[config.mk]
export PLATFORM = sky130hd
export DESIGN_NAME = unit_forward_sb_flat
export DESIGN_NICKNAME = d
export VERILOG_FILES = /design/src/rtl/unit_forward_sb_pkg.sv /design/src/rtl/unit_forward_sb_if.sv /design/src/rtl/unit_forward_sb_match.sv /design/src/rtl/unit_forward_sb.sv /design/src/flat_wrapper.sv
export SDC_FILE = /design/constraint.sdc
export NUM_CORES = 1
export LEC_CHECK = 0
export CORE_ASPECT_RATIO = 1.4
export CORE_MARGIN = 2
export CORE_UTILIZATION = 50
export CTS_BUF_LIST = sky130_fd_sc_hd__clkbuf_2 sky130_fd_sc_hd__clkbuf_4 sky130_fd_sc_hd__clkbuf_8
export DETAILED_ROUTE_END_ITERATION = 12
export GPL_ROUTABILITY_DRIVEN = 1
export PLACE_DENSITY = 0.75
export RECOVER_POWER = 25
export SYNTH_ARGS = -nofsm -noshare
export SYNTH_HDL_FRONTEND = slang
export SYNTH_SLANG_ARGS = --single-unit
[constraint.sdc]
create_clock -name clk -period 3.2 [get_ports clk]
set_input_delay 0.32 -clock clk [delete_from_list [all_inputs] [get_ports clk]]
set_output_delay 0.32 -clock clk [all_outputs]
set_load 0.05 [all_outputs]
[src/rtl/unit_forward_sb_pkg.sv]
// Shared types and constants for the scoreboard forwarding unit.
package pkg_fwd;

   // Typical producer latencies (stage at which the result can be forwarded)
   localparam int LAT_ALU  = 1;
   localparam int LAT_LOAD = 2;
   localparam int LAT_MUL  = 3;

   // Forward select value meaning "take the operand from the register file"
   localparam int FWD_RF = 0;

   // Storage widths of a scoreboard entry; sized to cover any supported REGW/LATW
   localparam int RD_W  = 8;
   localparam int CNT_W = 8;

   typedef struct packed {
      logic             v;
      logic [RD_W-1:0]  rd;
      logic [CNT_W-1:0] cnt;
   } fwd_entry_t;

endpackage

[src/rtl/unit_forward_sb_if.sv]
// EX-stage request / forwarding response bundle of the forwarding unit.
interface unit_forward_sb_if #(
   parameter int REGW   = 5,
   parameter int NSRC   = 2,
   parameter int NSTAGE = 3,
   parameter int SELW   = $clog2(NSTAGE + 1),
   parameter int LATW   = $clog2(NSTAGE + 1)
);
   logic                   ex_valid;
   logic                   ex_regwrite;
   logic [REGW-1:0]        ex_rd;
   logic [LATW-1:0]        ex_lat;
   logic [NSRC*REGW-1:0]   ex_rs;
   logic                   hold;
   logic                   flush;
   logic [NSRC*SELW-1:0]   fwd_sel;
   logic                   stall;
   logic [15:0]            stall_cnt;

   modport master (
      output ex_valid, ex_regwrite, ex_rd, ex_lat, ex_rs, hold, flush,
      input  fwd_sel, stall, stall_cnt
   );

   modport slave (
      input  ex_valid, ex_regwrite, ex_rd, ex_lat, ex_rs, hold, flush,
      output fwd_sel, stall, stall_cnt
   );
endinterface

[src/rtl/unit_forward_sb_match.sv]
// Priority match of one source operand against all scoreboard stages.
// The youngest (lowest-numbered) matching stage decides: forward if ready, stall if not.
module unit_forward_sb_match
   import pkg_fwd::*;
#(
   parameter int REGW   = 5,
   parameter int NSTAGE = 3,
   parameter int SELW   = $clog2(NSTAGE + 1)
) (
   input  logic [REGW-1:0]        rs,
   input  logic [NSTAGE-1:0]      stgV,
   input  logic [NSTAGE-1:0]      stgRdy,
   input  logic [NSTAGE*RD_W-1:0] stgRd,
   output logic [SELW-1:0]        sel,
   output logic                   needStall
);
   logic found;

   // scan from youngest to oldest, first hit wins even if an older entry is ready
   always_comb begin
      sel       = SELW'(FWD_RF);
      needStall = 1'b0;
      found     = 1'b0;
      for (int k = 0; k < NSTAGE; k++) begin
         if (!found && (rs != '0) && stgV[k] && (stgRd[k*RD_W +: RD_W] == RD_W'(rs))) begin
            found = 1'b1;
            if (stgRdy[k]) sel = SELW'(k + 1);
            else           needStall = 1'b1;
         end
      end
   end
endmodule

[src/rtl/unit_forward_sb.sv]
// Scoreboard-based forwarding and stall unit: tracks in-flight writers across
// NSTAGE post-EX stages with a remaining-latency count per entry.
module unit_forward_sb
   import pkg_fwd::*;
#(
   parameter int REGW   = 5,
   parameter int NSRC   = 2,
   parameter int NSTAGE = 3,
   parameter int SELW   = $clog2(NSTAGE + 1),
   parameter int LATW   = $clog2(NSTAGE + 1)
) (
   input logic              clk,
   input logic              reset_n,
   unit_forward_sb_if.slave bus
);
   fwd_entry_t             stg [1:NSTAGE];
   logic [NSTAGE-1:0]      stgV;
   logic [NSTAGE-1:0]      stgRdy;
   logic [NSTAGE*RD_W-1:0] stgRd;
   logic [NSRC-1:0]        needStall;
   logic [NSRC*SELW-1:0]   fwdSel;
   logic [LATW-1:0]        latEff;
   logic                   stallInt;
   logic                   loadEntry;
   logic [15:0]            stallCnt;

   // flatten stage contents for the per-operand matchers
   always_comb begin
      stgV   = '0;
      stgRdy = '0;
      stgRd  = '0;
      for (int k = 1; k <= NSTAGE; k++) begin
         stgV[k-1]                   = stg[k].v;
         stgRdy[k-1]                 = (stg[k].cnt == '0);
         stgRd[(k-1)*RD_W +: RD_W]   = stg[k].rd;
      end
   end

   for (genvar i = 0; i < NSRC; i++) begin : gMatch
      unit_forward_sb_match #(
         .REGW   (REGW),
         .NSTAGE (NSTAGE),
         .SELW   (SELW)
      ) uMatch (
         .rs        (bus.ex_rs[i*REGW +: REGW]),
         .stgV      (stgV),
         .stgRdy    (stgRdy),
         .stgRd     (stgRd),
         .sel       (fwdSel[i*SELW +: SELW]),
         .needStall (needStall[i])
      );
   end

   // a zero latency is treated as ALU, anything past the last stage as the last stage
   always_comb begin
      if (bus.ex_lat == '0)                latEff = LATW'(1);
      else if (bus.ex_lat > LATW'(NSTAGE)) latEff = LATW'(NSTAGE);
      else                                 latEff = bus.ex_lat;
   end

   assign stallInt  = (|needStall) & bus.ex_valid & ~bus.flush;
   assign loadEntry = bus.ex_valid & bus.ex_regwrite & (bus.ex_rd != '0) & ~bus.flush & ~stallInt;

   // shift the scoreboard one stage per unfrozen cycle; counts age toward ready
   always_ff @(posedge clk or negedge reset_n) begin
      if (!reset_n) begin
         for (int k = 1; k <= NSTAGE; k++) stg[k] <= '0;
      end else if (!bus.hold) begin
         stg[1].v   <= loadEntry;
         stg[1].rd  <= loadEntry ? RD_W'(bus.ex_rd) : '0;
         stg[1].cnt <= loadEntry ? CNT_W'(latEff - LATW'(1)) : '0;
         for (int k = 2; k <= NSTAGE; k++) begin
            stg[k].v   <= stg[k-1].v;
            stg[k].rd  <= stg[k-1].rd;
            stg[k].cnt <= (stg[k-1].cnt == '0) ? '0 : stg[k-1].cnt - CNT_W'(1);
         end
      end
   end

   // saturating count of cycles actually lost to stalls (frozen cycles excluded)
   always_ff @(posedge clk or negedge reset_n) begin
      if (!reset_n)                                          stallCnt <= '0;
      else if (stallInt && !bus.hold && stallCnt != 16'hFFFF) stallCnt <= stallCnt + 16'd1;
   end

   assign bus.fwd_sel   = fwdSel;
   assign bus.stall     = stallInt;
   assign bus.stall_cnt = stallCnt;
endmodule
[src/flat_wrapper.sv]
// flat-port wrapper written by rule: the top's interface ports become plain ports
module unit_forward_sb_flat import pkg_fwd::*;
#(
   parameter int REGW   = 5,
   parameter int NSRC   = 2,
   parameter int NSTAGE = 3,
   parameter int SELW   = $clog2(NSTAGE + 1),
   parameter int LATW   = $clog2(NSTAGE + 1)
)
  (clk, reset_n, bus_ex_valid, bus_ex_regwrite, bus_ex_rd, bus_ex_lat, bus_ex_rs, bus_hold, bus_flush, bus_fwd_sel, bus_stall, bus_stall_cnt);
  unit_forward_sb_if #(.REGW(REGW), .NSRC(NSRC), .NSTAGE(NSTAGE), .SELW(SELW), .LATW(LATW)) bus_i ();
  input logic clk;
  input logic reset_n;
  input wire logic [$bits(bus_i.ex_valid)-1:0] bus_ex_valid;
  input wire logic [$bits(bus_i.ex_regwrite)-1:0] bus_ex_regwrite;
  input wire logic [$bits(bus_i.ex_rd)-1:0] bus_ex_rd;
  input wire logic [$bits(bus_i.ex_lat)-1:0] bus_ex_lat;
  input wire logic [$bits(bus_i.ex_rs)-1:0] bus_ex_rs;
  input wire logic [$bits(bus_i.hold)-1:0] bus_hold;
  input wire logic [$bits(bus_i.flush)-1:0] bus_flush;
  output wire logic [$bits(bus_i.fwd_sel)-1:0] bus_fwd_sel;
  output wire logic [$bits(bus_i.stall)-1:0] bus_stall;
  output wire logic [$bits(bus_i.stall_cnt)-1:0] bus_stall_cnt;
  assign bus_i.ex_valid = bus_ex_valid;
  assign bus_i.ex_regwrite = bus_ex_regwrite;
  assign bus_i.ex_rd = bus_ex_rd;
  assign bus_i.ex_lat = bus_ex_lat;
  assign bus_i.ex_rs = bus_ex_rs;
  assign bus_i.hold = bus_hold;
  assign bus_i.flush = bus_flush;
  assign bus_fwd_sel = bus_i.fwd_sel;
  assign bus_stall = bus_i.stall;
  assign bus_stall_cnt = bus_i.stall_cnt;
  unit_forward_sb #(.REGW(REGW), .NSRC(NSRC), .NSTAGE(NSTAGE), .SELW(SELW), .LATW(LATW)) u_core (.clk(clk), .reset_n(reset_n), .bus(bus_i));
endmodule
### Word level (Yosys, flattened, before mapping)

Index checks and enable logic that the tools add are counted.

* eq/ne operators: 7
* order comparisons: 1
* muxes and demuxes: 32
* bitwise logic cells: 8
* reductions and logical operators: 31
* add/subtract/negate cells: 4

Operators by type and width (number)
* 8-bit by 5-bit == test with 1-bit output: 6
* 8-bit logical NOT: 3
* 2-bit 2-to-1 mux: 12
* 8-bit 2-to-1 mux: 3
* 1-bit logical AND: 18
* 16-bit by 1-bit adder with 16-bit output, second input constant: 1
* 1-bit 2-to-1 mux: 16
* 16-bit inequality test, second input constant: 1
* 8-bit by 1-bit subtractor with 8-bit output, second input constant: 2
* 5-bit nonzero test: 3
* 1-bit AND: 6
* 1-bit logical NOT: 5
* 5-bit 2-to-1 mux: 1
* 2-bit by 1-bit subtractor with 3-bit output, second input constant: 1
* 2-bit greater-than comparator, second input constant: 1
* 2-bit logical NOT: 1
* 1-bit NOT: 2
* 2-bit OR reduction: 1

* logic and storage cells: 93
* register bits: 67
* bits of input ports: 23

### Longest topological paths before layout

* depth after elaboration: 20
* depth in mapped cells: 10
* gate-level depth less buffers: 8

### Modules after synthesis

Synthesis repeated with hierarchy kept, for this count alone.

* cells, all modules: 277
* area total of the unflattened synthesis: 2870.3 µm²

By module, submodules not included
* unit_forward_sb: seq. area each 1276.2 µm², cells each 199, area an instance 2297.2 µm², times used 1
* unit_forward_sb_match: seq. area each 0.0 µm², cells each 39, area an instance 286.5 µm², times used 2

### Least setup slack after synthesis

Ideal clock, no wire load.

* path kind: register -> output
* start: register u_core.stg[17] (netlist name)
* end: output port bus_fwd_sel[1]
* data required time: 2.880 ns
* arrival: 2.347 ns
* buffers on the path: 0
* setup slack: 0.533 ns
* stages on the path, launching flop included: 6
* path through: dfrtp_1 inv_1 ha_1 nand2_1 or3_1 o32ai_1

* word-level cells in the longest chain between the ends: 5

RTL lines
* from (decl): RTL line unit_forward_sb.sv:16 `fwd_entry_t stg [1:NSTAGE];`
* 8-bit logical NOT *: RTL line unit_forward_sb.sv:34 `stgRdy[k-1] = (stg[k].cnt == '0);`
* 2-bit 2-to-1 mux *: RTL line unit_forward_sb_match.sv:27 `if (stgRdy[k]) sel = SELW'(k + 1);`
* 2-bit 2-to-1 mux *: RTL line unit_forward_sb_match.sv:25 `if (!found && (rs != '0) && stgV[k] && (stgRd[k*RD_W +: RD_W] == RD_W'(rs))) begin`
* 2-bit 2-to-1 mux: RTL line unit_forward_sb_match.sv:27
* 2-bit 2-to-1 mux *: RTL line unit_forward_sb_match.sv:25
* to (decl): RTL line flat_wrapper.sv:21 `output wire logic [$bits(bus_i.fwd_sel)-1:0] bus_fwd_sel;`

Every way passes the cells marked *; elsewhere a longest branch is shown, timed or not.

### Final worst setup path

* start: input port bus_ex_rs[4]
* end: output port bus_stall

* word-level cells in the longest chain between the ends: 17

RTL lines
* from (decl): RTL line flat_wrapper.sv:18 `input wire logic [$bits(bus_i.ex_rs)-1:0] bus_ex_rs;`
* 5-bit nonzero test: RTL line unit_forward_sb_match.sv:25
* 1-bit logical AND (2 in a row): RTL line unit_forward_sb_match.sv:25
* 1-bit 2-to-1 mux: RTL line unit_forward_sb_match.sv:25
* 1-bit logical NOT: RTL line unit_forward_sb_match.sv:25
* 1-bit logical AND (3 in a row): RTL line unit_forward_sb_match.sv:25
* 1-bit 2-to-1 mux: RTL line unit_forward_sb_match.sv:25
* 1-bit logical NOT: RTL line unit_forward_sb_match.sv:25
* 1-bit logical AND (3 in a row): RTL line unit_forward_sb_match.sv:25
* 1-bit 2-to-1 mux *: RTL line unit_forward_sb_match.sv:25
* 2-bit OR reduction *: RTL line unit_forward_sb.sv:61 `assign stallInt = (|needStall) & bus.ex_valid & ~bus.flush;`
* 1-bit AND * (2 in a row): RTL line unit_forward_sb.sv:61
* to (decl): RTL line flat_wrapper.sv:22 `output wire logic [$bits(bus_i.stall)-1:0] bus_stall;`

Marked as above.

==> impl_metrics.toml <==
[clock_tree]
cts_inserted_buffers = 5
ctsRootBufferMaster = "clkbuf_8"
cts_sinks = 51
post_cts_buffers = 0
clock_path_buffers = 2
htreeDepth = 2
cts_tree = "yes"
clkLatencyLatePin_ns = 0.31
path_clk_slew_ns = 0.09

[critical_path]
crit_family = "compound AO/OA/AOI/OAI gates"
path_class = "in -> out"
cp-end-kind = "primary output"
worstPathRequired_ns = 2.88
slowest_delay_ns = 0.59
cp_max_fo = 4
crit_path_cell_trace = "clkdlybuf4s50_1 > xnor2_1 > nand2_1 > o31ai_1 > o22ai_1 > a222oi_1 > buf_4 > nor2_1 > buf_4"
cp.arrival_ns = 2.68
crit_buf_inv = 3
worstSetupStartpointType = "input port"
crit_top_cell = "buf_4"
slowest_stage = "clkdlybuf4s50_1"

[routing]
ant_nets = 0
firstDrtPassIters = 4
wl_met1_microns = 2211
via_count = 2071
wire_per_inst_microns = 14.45
routed.top_layer = "met4"
drt_iter0_markers = 80
wl_met3_microns = 240
vias_per_cell = 5.393
drc = 0
routed_wl_microns = 5548
routed-wl-met2_microns = 2958

[placement]
gp_congestion = 0.9659
hpwlAfterDp_microns = 4219
place_inst = 375
place_area_sq_mm = 0.003284
port_buffers = 43

[cells_and_area]
syn2layout_area_growth_pct = 22.52
final_area_sq_mm = 0.003383
drive_above_1_share = 0.1329
regArea_sq_mm = 0.001276
final_nets = 344
fill_cells = 469
antenna_cells = 0
multi_input_area_sq_mm = 0.001403
utilization = 0.6259
finalNonFillerCells = 384
final_cell_mix = "dfrtp_1 (51), clkdlybuf4s50_1 (36), nand2_1 (32)"
layout_commonest_cell = "dfrtp_1"

[run_status]
violations = "capacitance limit, slew limit"
outcome = "finished, violations left"

[sta]
max_freq_ghz = 0.3332
rsz0062_at_grt = "no"
timing_hold_violations_final = 0
slew_violations = 49
worst_slew_pin_slew_ns = 1.991
setup_viol = 0
tns_ns = 0
skew_ns = 0.007565
fin_crit_sh = 0.9377
slew_headroom = -0.3276
fin_crit_ns = 3.001

[grt]
antenna_found_initial = 0
grt_pass1_wl_microns = 9501
grt_pass1_vias = 2145
grt_overflow = 0
grt_max_degree = 49
grt_usage = 0.2016

[synth]
ys.flop_type = "dfrtp_1"
synth_area_leader_cell = "dfrtp_1"
synth_top_area_frac = 0.4622
ys_types = 39
synth.net_count = 294
avgSynthCellArea_sq_um = 10.42
synth_edf_count = 0
synthArstFlopShare = 1.000
synth_cells = 265
synth_area_sq_mm = 0.002761
ys_ff_latch = 51
seq_area_frac_synth = 0.4622
synthTopCellsByArea = "dfrtp_1 (46%), xnor2_1 (9.2%), xor2_1 (6.0%)"
synth_warnings = 0

[floorplan]
ios = 44
core_area_sq_mm = 0.005405
dieArea_sq_mm = 0.006142
die_h_microns = 91.93
rows = 32
start_util = 0.5109
fp.dieW_microns = 66.81

[pwr]
power_leakage_uw = 0.001510
irDropWorstVdd_uv = 191.8
p_per_area_mw_per_mm2 = 377.6

[hold_path]
hold_path.class = "reg -> reg"

[job]
cap_violations = 1
-- through the flow --
step | total power (uW) | hold slack, ns | setup WS (ns)
2_1_floorplan | 817.5 | 0.02441 | 0.5334
3_3_place_gp | 895.4 | 0.3011 | 0.1388
3_5_place_dp | 899.2 | 0.3045 | 0.05098
4_1_cts | 1294 | 0.4923 | 0.1733
5_1_grt | 1341 | 0.5252 | 0.003356
6_report | 1278 | 0.4866 | 0.1992
-- layer usage --
layer,vias up,track usage
met1,997,0.2305
met2,42,0.3542
met5,-,0
met4,0,0.09184
li1,1021,-
met3,11,0.03804
-- registers in the layout, indices dropped and copies added (netlist names) --
| name | count |
|---|---|
| u_core.stg | 35 |
| u_core.bus.stall_cnt | 16 |
-- logic make-up (layout without fill, tap and decap cells) --
| family | after synthesis | count (layout) | share of synthesized area |
|---|---|---|---|
| buffers and inverters | 17 | 68 | 0.02990 |
| xor gates and xnor gates | 48 | 48 | 0.1522 |
| DFF | 51 | 51 | 0.4622 |
| AOI/OAI and AO/OA | 36 | 36 | 0.09470 |
| and+or+nand+nor | 93 | 93 | 0.1767 |
| muxes | 14 | 14 | 0.05709 |
| adders and majority gates | 6 | 6 | 0.02719 |
-- power breakdown --
| part | switching (uW) | internal (uW) | total (uW) | leakage [uW] |
|---|---|---|---|---|
| clock network | 215 | 177 | 393 | 0.0000516 |
| registers | 29.2 | 675 | 704 | 0.000680 |
| logic | 92.0 | 88.5 | 180 | 0.000778 |
-- worst reg2reg max path: stages, from the launching register on --
cell and delay, ns:
dfrtp_1 0.42, xor2_1 0.17, nor4_1 0.31, nand3_1 0.13, o32ai_1 0.27, a222oi_1 0.17
or4_1 0.58, buf_12 0.19, nor4_4 0.22, xor2_1 0.16
-- Yosys cell counts (all sizes together), types with 4 or more instances --
master	n
a22o	7
ha	6
clkbuf	4
nand2	32
inv	10
o31ai	8
o21ai	9
dfrtp	51
nor3	15
xor2	19
nand3	8
or3	5
nor4	5
xnor2	29
mux2	14
nor2	13
-- cell type report --
type                    count  area share
inverters                  10     0.01109
clock inverters             2    0.004068
clock buffers               6     0.02441
flip-flops and latches     51      0.3772
repair buffers             50      0.1435
well taps                  68     0.02515
multi-input cells         197      0.4146
-- worst paths after layout --
kind | from | end | slack, ns | depth (start not counted)
worst max-delay path | bus_ex_rs[4] | bus_stall | 0.20 | 9
worst min-delay path | u_core.stg[6] | u_core.stg[6] | 0.49 | 2
worst max register to register | u_core.stg[8] | u_core.bus.stall_cnt[13] | 0.51 | 9
worst min register to register | u_core.stg[6] | u_core.stg[6] | 0.49 | 2
max in group asynchronous | reset_n | u_core.stg[4] | 1.12 | 3
min in group asynchronous | reset_n | u_core.bus.stall_cnt[11] | 0.75 | 2
-- repair_timing --
action | 4_1_cts | 5_1_grt
endpoints found under the hold margin | 20 | 0
resized for setup | 0 | 0
hold buffers | 1 | 0
No activity file was read; power rests on OpenSTA's default activity.
